File: config.mk
export PLATFORM = sky130hd
export DESIGN_NAME = hazard_unit_mc_flat
export DESIGN_NICKNAME = d
export VERILOG_FILES = /design/src/rtl/hazard_unit_mc_if.sv /design/src/rtl/hazard_unit_mc.sv /design/src/flat_wrapper.sv
export SDC_FILE = /design/constraint.sdc
export NUM_CORES = 1
export LEC_CHECK = 0
export ABC_AREA = 1
export BUFFER_PORTS_ARGS = -buffer_cell sky130_fd_sc_hd__buf_2
export CORE_MARGIN = 2
export CORE_UTILIZATION = 38
export DETAILED_ROUTE_END_ITERATION = 10
export PLACE_DENSITY_LB_ADDON = 0.08
export REMOVE_ABC_BUFFERS = 1
export SLEW_MARGIN = 20
export SYNTH_ARGS = -nofsm -noshare
export SYNTH_HDL_FRONTEND = slang
export SYNTH_SLANG_ARGS = --single-unit
File: constraint.sdc
create_clock -name clk -period 2.2 [get_ports clk]
set_input_delay 0.55 -clock clk [delete_from_list [all_inputs] [get_ports clk]]
set_output_delay 0.55 -clock clk [all_outputs]
set_load 0.02 [all_outputs]
File: src/rtl/hazard_unit_mc_if.sv
//------------------------------------------------------------------------------
// hazard_unit_mc_if : datapath <-> hazard controller signal bundle.
// Rev 1.0
//------------------------------------------------------------------------------
`default_nettype none

interface hazard_unit_mc_if #(
  parameter int REG_ADDR_W = 5
);
  logic                  RegWriteE;
  logic                  RegWriteM;
  logic                  RegWriteW;
  logic                  ResultSrcE;
  logic                  PcSrcE;
  logic                  MduStartE;
  logic                  MduDoneE;
  logic [REG_ADDR_W-1:0] Rs1D;
  logic [REG_ADDR_W-1:0] Rs2D;
  logic [REG_ADDR_W-1:0] Rs1E;
  logic [REG_ADDR_W-1:0] Rs2E;
  logic [REG_ADDR_W-1:0] RdE;
  logic [REG_ADDR_W-1:0] RdM;
  logic [REG_ADDR_W-1:0] RdW;
  logic                  StallF;
  logic                  StallD;
  logic                  StallE;
  logic                  FlushD;
  logic                  FlushE;
  logic                  FlushM;
  logic [1:0]            ForwardAE;
  logic [1:0]            ForwardBE;
  logic [1:0]            HazState;
  logic                  MduErr;

  modport master (
    output RegWriteE, RegWriteM, RegWriteW, ResultSrcE, PcSrcE, MduStartE, MduDoneE,
    output Rs1D, Rs2D, Rs1E, Rs2E, RdE, RdM, RdW,
    input  StallF, StallD, StallE, FlushD, FlushE, FlushM,
    input  ForwardAE, ForwardBE, HazState, MduErr
  );

  modport slave (
    input  RegWriteE, RegWriteM, RegWriteW, ResultSrcE, PcSrcE, MduStartE, MduDoneE,
    input  Rs1D, Rs2D, Rs1E, Rs2E, RdE, RdM, RdW,
    output StallF, StallD, StallE, FlushD, FlushE, FlushM,
    output ForwardAE, ForwardBE, HazState, MduErr
  );
endinterface

`default_nettype wire

File: src/rtl/hazard_unit_mc.sv
//------------------------------------------------------------------------------
// hazard_unit_mc : forwarding, load-use, branch-flush and MDU-freeze control
// for a 5-stage RISC-V pipeline.  Rev 1.0
//------------------------------------------------------------------------------
`default_nettype none

module hazard_unit_mc #(
  parameter int REG_ADDR_W        = 5,
  parameter int LOAD_STALL_CYCLES = 1,
  parameter int MDU_TIMEOUT       = 64
) (
  input  wire logic       clk,
  input  wire logic       reset,
  hazard_unit_mc_if.slave hz
);

  typedef enum logic [1:0] {
    ST_IDLE      = 2'b00,
    ST_LOAD_WAIT = 2'b01,
    ST_MDU_BUSY  = 2'b10
  } state_t;

  localparam int                    CNT_W         = 3;
  localparam int                    WD_W          = $clog2(MDU_TIMEOUT + 1);
  localparam logic [REG_ADDR_W-1:0] C_ZERO_REG    = '0;
  localparam logic [CNT_W-1:0]      C_LOAD_RELOAD = CNT_W'(LOAD_STALL_CYCLES - 1);
  localparam logic [WD_W-1:0]       C_WDOG_LIMIT  = WD_W'(MDU_TIMEOUT);

  state_t           r_state, w_state_nxt;
  logic [CNT_W-1:0] r_cnt, w_cnt_nxt;
  logic [WD_W-1:0]  r_wdog, w_wdog_nxt;
  logic             r_mdu_err, w_mdu_err_nxt;

  logic             w_lwstall;
  logic             w_stall_fd, w_stall_e;
  logic             w_flush_d, w_flush_e, w_flush_m;
  logic [1:0]       w_fwd_a, w_fwd_b;

  // M-stage result is younger than W, so it wins when both match.
  always_comb begin
    w_fwd_a = 2'b00;
    if (hz.RegWriteM && hz.Rs1E != C_ZERO_REG && hz.Rs1E == hz.RdM)
      w_fwd_a = 2'b10;
    else if (hz.RegWriteW && hz.Rs1E != C_ZERO_REG && hz.Rs1E == hz.RdW)
      w_fwd_a = 2'b01;

    w_fwd_b = 2'b00;
    if (hz.RegWriteM && hz.Rs2E != C_ZERO_REG && hz.Rs2E == hz.RdM)
      w_fwd_b = 2'b10;
    else if (hz.RegWriteW && hz.Rs2E != C_ZERO_REG && hz.Rs2E == hz.RdW)
      w_fwd_b = 2'b01;
  end

  assign w_lwstall = hz.ResultSrcE && hz.RegWriteE && hz.RdE != C_ZERO_REG &&
                     (hz.Rs1D == hz.RdE || hz.Rs2D == hz.RdE);

  always_ff @(posedge clk or posedge reset) begin
    if (reset) begin
      r_state   <= ST_IDLE;
      r_cnt     <= '0;
      r_wdog    <= '0;
      r_mdu_err <= 1'b0;
    end else begin
      r_state   <= w_state_nxt;
      r_cnt     <= w_cnt_nxt;
      r_wdog    <= w_wdog_nxt;
      r_mdu_err <= w_mdu_err_nxt;
    end
  end

  always_comb begin
    w_state_nxt   = r_state;
    w_cnt_nxt     = r_cnt;
    w_wdog_nxt    = r_wdog;
    w_mdu_err_nxt = r_mdu_err;
    w_stall_fd    = 1'b0;
    w_stall_e     = 1'b0;
    w_flush_d     = 1'b0;
    w_flush_e     = 1'b0;
    w_flush_m     = 1'b0;

    case (r_state)
      ST_IDLE: begin
        if (hz.MduStartE && !hz.MduDoneE) begin
          w_stall_fd  = 1'b1;
          w_stall_e   = 1'b1;
          w_flush_m   = 1'b1;
          w_wdog_nxt  = WD_W'(1);
          w_state_nxt = ST_MDU_BUSY;
        end else if (hz.PcSrcE) begin
          w_flush_d = 1'b1;
          w_flush_e = 1'b1;
        end else if (w_lwstall) begin
          w_stall_fd = 1'b1;
          w_flush_e  = 1'b1;
          if (LOAD_STALL_CYCLES > 1) begin
            w_cnt_nxt   = C_LOAD_RELOAD;
            w_state_nxt = ST_LOAD_WAIT;
          end
        end
      end

      // E holds a bubble here, so branch resolution cannot occur.
      ST_LOAD_WAIT: begin
        w_stall_fd = 1'b1;
        w_flush_e  = 1'b1;
        w_cnt_nxt  = r_cnt - CNT_W'(1);
        if (r_cnt == CNT_W'(1))
          w_state_nxt = ST_IDLE;
      end

      ST_MDU_BUSY: begin
        if (hz.MduDoneE) begin
          w_wdog_nxt  = '0;
          w_state_nxt = ST_IDLE;
        end else if (r_wdog == C_WDOG_LIMIT) begin
          w_mdu_err_nxt = 1'b1;
          w_wdog_nxt    = '0;
          w_state_nxt   = ST_IDLE;
        end else begin
          w_stall_fd = 1'b1;
          w_stall_e  = 1'b1;
          w_flush_m  = 1'b1;
          w_wdog_nxt = r_wdog + WD_W'(1);
        end
      end

      default: w_state_nxt = ST_IDLE;
    endcase
  end

  // Control outputs are forced quiet for as long as reset is held.
  assign hz.StallF    = w_stall_fd & ~reset;
  assign hz.StallD    = w_stall_fd & ~reset;
  assign hz.StallE    = w_stall_e  & ~reset;
  assign hz.FlushD    = w_flush_d  & ~reset;
  assign hz.FlushE    = w_flush_e  & ~reset;
  assign hz.FlushM    = w_flush_m  & ~reset;
  assign hz.ForwardAE = reset ? 2'b00 : w_fwd_a;
  assign hz.ForwardBE = reset ? 2'b00 : w_fwd_b;
  assign hz.HazState  = r_state;
  assign hz.MduErr    = r_mdu_err;

endmodule

`default_nettype wire
File: src/flat_wrapper.sv
// flat-port wrapper written by rule: the top's interface ports become plain ports
module hazard_unit_mc_flat 
#(
  parameter int REG_ADDR_W        = 5,
  parameter int LOAD_STALL_CYCLES = 1,
  parameter int MDU_TIMEOUT       = 64
)
  (clk, reset, hz_RegWriteE, hz_RegWriteM, hz_RegWriteW, hz_ResultSrcE, hz_PcSrcE, hz_MduStartE, hz_MduDoneE, hz_Rs1D, hz_Rs2D, hz_Rs1E, hz_Rs2E, hz_RdE, hz_RdM, hz_RdW, hz_StallF, hz_StallD, hz_StallE, hz_FlushD, hz_FlushE, hz_FlushM, hz_ForwardAE, hz_ForwardBE, hz_HazState, hz_MduErr);
  hazard_unit_mc_if #(.REG_ADDR_W(REG_ADDR_W)) hz_i ();
  input  wire logic clk;
  input  wire logic reset;
  input wire logic [$bits(hz_i.RegWriteE)-1:0] hz_RegWriteE;
  input wire logic [$bits(hz_i.RegWriteM)-1:0] hz_RegWriteM;
  input wire logic [$bits(hz_i.RegWriteW)-1:0] hz_RegWriteW;
  input wire logic [$bits(hz_i.ResultSrcE)-1:0] hz_ResultSrcE;
  input wire logic [$bits(hz_i.PcSrcE)-1:0] hz_PcSrcE;
  input wire logic [$bits(hz_i.MduStartE)-1:0] hz_MduStartE;
  input wire logic [$bits(hz_i.MduDoneE)-1:0] hz_MduDoneE;
  input wire logic [$bits(hz_i.Rs1D)-1:0] hz_Rs1D;
  input wire logic [$bits(hz_i.Rs2D)-1:0] hz_Rs2D;
  input wire logic [$bits(hz_i.Rs1E)-1:0] hz_Rs1E;
  input wire logic [$bits(hz_i.Rs2E)-1:0] hz_Rs2E;
  input wire logic [$bits(hz_i.RdE)-1:0] hz_RdE;
  input wire logic [$bits(hz_i.RdM)-1:0] hz_RdM;
  input wire logic [$bits(hz_i.RdW)-1:0] hz_RdW;
  output wire logic [$bits(hz_i.StallF)-1:0] hz_StallF;
  output wire logic [$bits(hz_i.StallD)-1:0] hz_StallD;
  output wire logic [$bits(hz_i.StallE)-1:0] hz_StallE;
  output wire logic [$bits(hz_i.FlushD)-1:0] hz_FlushD;
  output wire logic [$bits(hz_i.FlushE)-1:0] hz_FlushE;
  output wire logic [$bits(hz_i.FlushM)-1:0] hz_FlushM;
  output wire logic [$bits(hz_i.ForwardAE)-1:0] hz_ForwardAE;
  output wire logic [$bits(hz_i.ForwardBE)-1:0] hz_ForwardBE;
  output wire logic [$bits(hz_i.HazState)-1:0] hz_HazState;
  output wire logic [$bits(hz_i.MduErr)-1:0] hz_MduErr;
  assign hz_i.RegWriteE = hz_RegWriteE;
  assign hz_i.RegWriteM = hz_RegWriteM;
  assign hz_i.RegWriteW = hz_RegWriteW;
  assign hz_i.ResultSrcE = hz_ResultSrcE;
  assign hz_i.PcSrcE = hz_PcSrcE;
  assign hz_i.MduStartE = hz_MduStartE;
  assign hz_i.MduDoneE = hz_MduDoneE;
  assign hz_i.Rs1D = hz_Rs1D;
  assign hz_i.Rs2D = hz_Rs2D;
  assign hz_i.Rs1E = hz_Rs1E;
  assign hz_i.Rs2E = hz_Rs2E;
  assign hz_i.RdE = hz_RdE;
  assign hz_i.RdM = hz_RdM;
  assign hz_i.RdW = hz_RdW;
  assign hz_StallF = hz_i.StallF;
  assign hz_StallD = hz_i.StallD;
  assign hz_StallE = hz_i.StallE;
  assign hz_FlushD = hz_i.FlushD;
  assign hz_FlushE = hz_i.FlushE;
  assign hz_FlushM = hz_i.FlushM;
  assign hz_ForwardAE = hz_i.ForwardAE;
  assign hz_ForwardBE = hz_i.ForwardBE;
  assign hz_HazState = hz_i.HazState;
  assign hz_MduErr = hz_i.MduErr;
  hazard_unit_mc #(.REG_ADDR_W(REG_ADDR_W), .LOAD_STALL_CYCLES(LOAD_STALL_CYCLES), .MDU_TIMEOUT(MDU_TIMEOUT)) u_core (.clk(clk), .reset(reset), .hz(hz_i));
endmodule
==> results of run 1 <==
-- cells by family (layout without fill, tap and decap cells) --
logic type / Yosys count / count (layout)
other: 1 / 1
adder cells (fa/ha/maj): 2 / 2
flip-flops: 9 / 9
XOR/XNOR: 13 / 13
AND/OR/NAND/NOR: 112 / 112
buffers and inverters: 45 / 106
AO/OA/AOI/OAI: 16 / 16
-- cells in the mapped netlist (2+ instances only) --
library cell  instances
dfrtp_1               9
o21ai_0               8
nor3b_1               2
nand4_1               8
nand3_1              11
xnor2_1               8
buf_4                 3
nor2_2                2
nor2_1               26
o22ai_1               2
o211ai_1              3
a21oi_1               2
nand2_1              53
xor2_1                5
inv_1                39
inv_2                 3
nand2_2               2
nor3_1                2
ha_1                  2
-- worst paths after layout --
check                                 startpoint          endpoint  slack (ns)  cells past startpoint
max in group asynchronous                  reset  u_core.hz.MduErr        1.69                      3
min in group clk                u_core.hz.MduErr  u_core.hz.MduErr        0.47                      1
worst max-delay path            u_core.r_wdog[0]         hz_StallF        0.04                     12
worst min register to register  u_core.hz.MduErr  u_core.hz.MduErr        0.47                      1
worst min-delay path                       reset  u_core.r_wdog[2]        0.36                      3
worst max register to register  u_core.r_wdog[0]  u_core.r_wdog[6]        0.83                      7
-- state kept, by name (all words and copies together), names as in the netlist --
signal,count
u_core.hz.MduErr,1
u_core.hz.HazState,1
u_core.r_wdog,7
-- layer usage --
| layer | track usage, % | part of all wire, % | up-vias |
|---|---|---|---|
| met2 | 28.1 | 46 | 49 |
| met4 | 6.82 | 1.6 | 0 |
| met3 | 3.30 | 7.4 | 5 |
| li1 | - | - | 734 |
| met5 | 0 | 0 | - |
| met1 | 21.2 | 45 | 567 |
-- power by group --
part / switching (mW) / internal [mW] / total, mW
Combinational: 0.225 / 0.183 / 0.408
Sequential: 0.0300 / 0.192 / 0.222
Clock: 0.0579 / 0.0699 / 0.128
Total: 0.313 / 0.446 / 0.759
-- per-stage QoR --
step                      utilization [%]  total power, mW  hold WS [ns]  setup WS (ns)
after CTS                            52.7            0.690         0.364        0.00848
after global routing                 55.0            0.822         0.371        -0.0418
after global placement               51.4            0.546         0.455          0.143
after detailed placement             51.4            0.544         0.457          0.161
final                                55.0            0.759         0.362         0.0377
after floorplan                         -            0.429         0.410          0.234
-- critical path: cells and delay by family (launching register included) --
kind          cells  cell delay [ns]
simple gates      7             0.51
buf+inv           4             0.32
fa+ha+maj         1             0.12
flops             1             0.39
-- repair_timing --
action	4_1_cts	5_1_grt
setup buffers	1	3
resized for setup	1	16
endpoints found under the setup margin	4	4
pin swaps	0	4
-- layout by cell type, fill, tap and decap left out, drive strengths merged --
master  instances
nor2b           1
conb            1
clkbuf          4
nand2          56
o211ai          3
nor3            3
dfrtp           9
o22ai           2
nand4           8
xor2            5
or2             2
buf            60
inv            42
a21oi           2
o21bai          1
ha              2
nor2           28
xnor2           8
nand3          12
o21ai           8
nor3b           2
-- final cells by class --
type | count | area [um^2]
fillers | 304 | 1260
flip-flops and latches | 9 | 225
clock buffers | 4 | 26.3
repair buffers | 60 | 338
well taps | 31 | 38.8
multi-input cells | 144 | 757
inverters | 42 | 158
==> flow_summary.ini, run 1 <==
[run_status]
outcome = finished, violations left
violations = design-rule violations

[yosys]
synth_top_area_share_pct = 19.7
synth_seq_cells = 9
synthesis.area_mm2 = 0.00114
ys_types = 27
synthSimpleGateAreaFrac_pct = 43.9
synth_top_family_by_area = simple AND/OR/NAND/NOR gates
synth_largest_area_cell = dfrtp_1
synth_cells = 198
yosysWarningCount = 0
synth.avg_cell_area_um2 = 5.77
seq_area_frac_synth_pct = 19.7
async_flop_share_pct = 100
synth_ff_type = dfrtp_1
synth_compound_area_share_pct = 8.11
synth_fa_ha_area_share_pct = 2.19
synth_area_leaders = dfrtp_1, nand2_1, inv_1, nor2_1, xnor2_1
synthXorXnorAreaFrac_pct = 9.97
yosys-mux-area-fraction_pct = 0
synth-edff-count = 0

[worst_setup_path]
crit_top_cell = nand2_2
critPathKind = reg2out
max_stage_delay_ns = 0.39
cp_slowest_cell = dfrtp_1
crit_fanout = 3
arrival_ns = 1.61
crit_chain = inv_2, ha_4, nand2_2, inv_2, nand3_2, nand2_2, inv_2, nor2_2, nor2_2, nand2_2, nand2_2, buf_6
crit_path_end_kind = output port
cp_data_required_time_ns = 1.65
start_kind = flop

[sta]
period_needed_ns = 2.16
maxSlewViolCount = 0
fmax_ghz = 0.462
timing.final.crit_share_pct = 98.3
worst_clock_skew_ns = 0.00146
setup_viol = 0
rsz0062_at_grt = yes
hold_viol = 0
fin_tns_setup_ns = 0

[detailed_routing]
wl_um = 2870
ant_nets = 0
wire_per_inst_um = 9.89
via_count = 1355
drt-initial-drc-count = 47
drc = 1
avgViaCountPerCell = 4.67
drt-pass1-iter-count = 7

[placement]
dp_hpwl_um = 2400
routabilityCongestion = 0.801
port-buffer-count = 55
dp.cells = 282
dpl_cell_area_mm2 = 0.00144

[job]
max_cap_viol_count = 0

[grt]
antenna_found_initial = 0
grt_pass1_wl_um = 4530
grt.total_usage_pct = 16.9
grt_pass1_vias = 1143
grt_max_degree = 11
gr-total-overflow = 0

[power]
power.leakage_nw = 0.933
peakVddDrop_mv = 0.175
power.density_mw_per_mm2 = 492

[clocking]
ctsHtreeMaxLevel = 1
clk_path_buf_depth = 2
cts_sinks = 9
clk_pin_slew_ns = 0.06
cts_tree = built
clock_latency_ns = 0.26
cts_hold_buf = 0
cts_made_buffers = 3
root_buffer = clkbuf_4

[final_layout]
final_cell_count_no_fill = 290
drive_gt1_share_pct = 31.7
areaGrowthSynthToFinish_pct = 35.0
nNetsFinal = 306
n_antenna_cell = 0
postLayoutCellArea_mm2 = 0.00154

[die]
core-area_mm2 = 0.00281
dieArea_mm2 = 0.00346
start_util_pct = 40.7
pin_count = 57
die-width_um = 58.8
rows = 19
die_h_um = 58.8

[worst_hold_path]
min_path_type = in2async
(Power assumes the default switching activity.)
==> inputs of run 2 (changes only) <==
SETUP_SLACK_MARGIN = 0.5   (was unset)
==> flow_summary.ini, run 2 (synthesis results as in run 1) <==
[power]
p_comb_share_pct = 67.0
seqPwrFrac_pct = 21.0
total_power_mw = 1.07
power.leakage_nw = 1.09
power.internal_mw = 0.654
power.density_mw_per_mm2 = 540
share_clk_of_total_power_pct = 12.0
p_switching_mw = 0.417
switching_share_pct = 38.9
peakVddDrop_mv = 0.229

[detailed_routing]
wl_um = 3630
avgViaCountPerCell = 4.77
drc = 1
via_count = 1465
drt-initial-drc-count = 65
ant_nets = 0
wire_per_inst_um = 11.8
drt-pass1-iter-count = 7

[final_layout]
largest_reg_flops = 7
final_cell_mix = nand2_1, buf_4, inv_1, buf_2, buf_6
drive_gt1_share_pct = 51.1
areaGrowthSynthToFinish_pct = 73.7
final_util_pct = 70.7
n_antenna_cell = 0
final_common_cell = nand2_1
final_cell_count_no_fill = 307
top_register = u_core.r_wdog
nNetsFinal = 323

[placement]
dp.cells = 282
dp_hpwl_um = 2400
port-buffer-count = 55
routabilityCongestion = 0.801

[sta]
period_needed_ns = 2.26
rsz0062_at_grt = yes
timing.final.crit_share_pct = 103
fin_tns_setup_ns = -0.226
worst_slack_ns = -0.0621
worst_clock_skew_ns = 0.00267
hold_viol = 0
fmax_ghz = 0.442
maxSlewViolCount = 0
setup_viol = 5

[clocking]
clk_path_buf_depth = 2
root_buffer = clkbuf_4
ctsHtreeMaxLevel = 1
clk_pin_slew_ns = 0.06
cts_tree = built
clock_latency_ns = 0.26
cts_made_buffers = 3
cts_sinks = 9

[grt]
grt_max_degree = 11
grt.total_usage_pct = 20.5
antenna_found_initial = 0
grt_pass1_vias = 1303
grt_pass1_wl_um = 5330
gr-total-overflow = 0

[die]
core-area_mm2 = 0.00281
pin_count = 57
start_util_pct = 40.7
dieArea_mm2 = 0.00346
die-width_um = 58.8
rows = 19
die_h_um = 58.8

[worst_setup_path]
reg2reg_setup_slack_ns = -0.05
crit_fanout = 2
cp_data_required_time_ns = 1.65
critPathKind = reg2out
r2r-start = u_core.r_wdog[0]
crit_path_end_kind = output port
ff2ff_path_depth = 17
start_kind = flop
arrival_ns = 1.71
reg2reg_to = u_core.r_wdog[0]

[run_status]
violations = design-rule violations, negative setup slack
outcome = finished, violations left

[worst_hold_path]
min_path_type = in2async

[job]
max_cap_viol_count = 0
run 2: changes by cell type in the layout (fill, tap and decap cells not counted), sizes merged:
cell,before,now
clkbuf,4,5
buf,60,76
run 2: layout make-up:
type                    instances  area (um^2)
well taps                      31         38.8
repair buffers                 77          644
fillers                       234          821
flip-flops and latches          9          226
inverters                      42          170
clock buffers                   4         26.3
multi-input cells             144          878
run 2: repair_timing:
action | CTS | global route
setup endpoints to repair | 10 | 11
setup buffers | 18 | 3
resized for setup | 49 | 65
hold buffers | 0 | 0
pin swaps | 21 | 38
cloned | 0 | 0
run 2: worst max-delay path: stages (launching register included):
cell and delay [ns]:
dfrtp_1 0.41, inv_2 0.09, buf_6 0.10, ha_4 0.11, nand2_2 0.05, inv_2 0.07, nand3_4 0.07, nand2_2 0.10
inv_2 0.04, nor2_2 0.08, nor2_2 0.05, nand2_2 0.07, nand2_2 0.07, buf_6 0.13
run 2: worst max path at each step:
| stage | startpoint | end | slack (ns) | cells past startpoint |
|---|---|---|---|---|
| after floorplan | hz_Rs1E[1] | hz_ForwardAE[1] | 0.23 | 6 |
| after global placement | hz_Rs1E[0] | hz_ForwardAE[0] | 0.14 | 8 |
| after detailed placement | hz_MduDoneE | hz_StallD | 0.16 | 9 |
| after CTS | u_core.r_wdog[1] | hz_StallD | 0.06 | 12 |
| after global routing | u_core.r_wdog[0] | hz_StallF | -0.13 | 13 |
| final | u_core.r_wdog[0] | hz_StallF | -0.06 | 13 |
run 2: power groups by stage:
stage               Combinational [mW]  Clock [mW]  Sequential, mW
finish                           0.718       0.128           0.225
floorplan                        0.200           0           0.229
global route                     0.774       0.147           0.227
CTS                              0.579       0.134           0.218
detailed placement               0.312           0           0.232
global placement                 0.315           0           0.231
run 2: routing by layer:
metal	part of all wire, %	global-route usage (%)	wire [um]	vias to the layer above
met5	0	0	0	-
met4	3.5	10.7	127	0
met3	5.3	3.30	192	12
met2	50	37.0	1820	43
met1	41	22.8	1500	639
li1	-	-	-	771
run 2: metrics by stage:
step / instance area [um^2] / setup WS, ns / hold WS, ns
2_1_floorplan: 1120 / 0.234 / 0.410
5_1_grt: 1980 / -0.132 / 0.391
6_report: 1980 / -0.0621 / 0.376
3_3_place_gp: 1440 / 0.143 / 0.455
3_5_place_dp: 1440 / 0.161 / 0.457
4_1_cts: 1750 / 0.0550 / 0.364
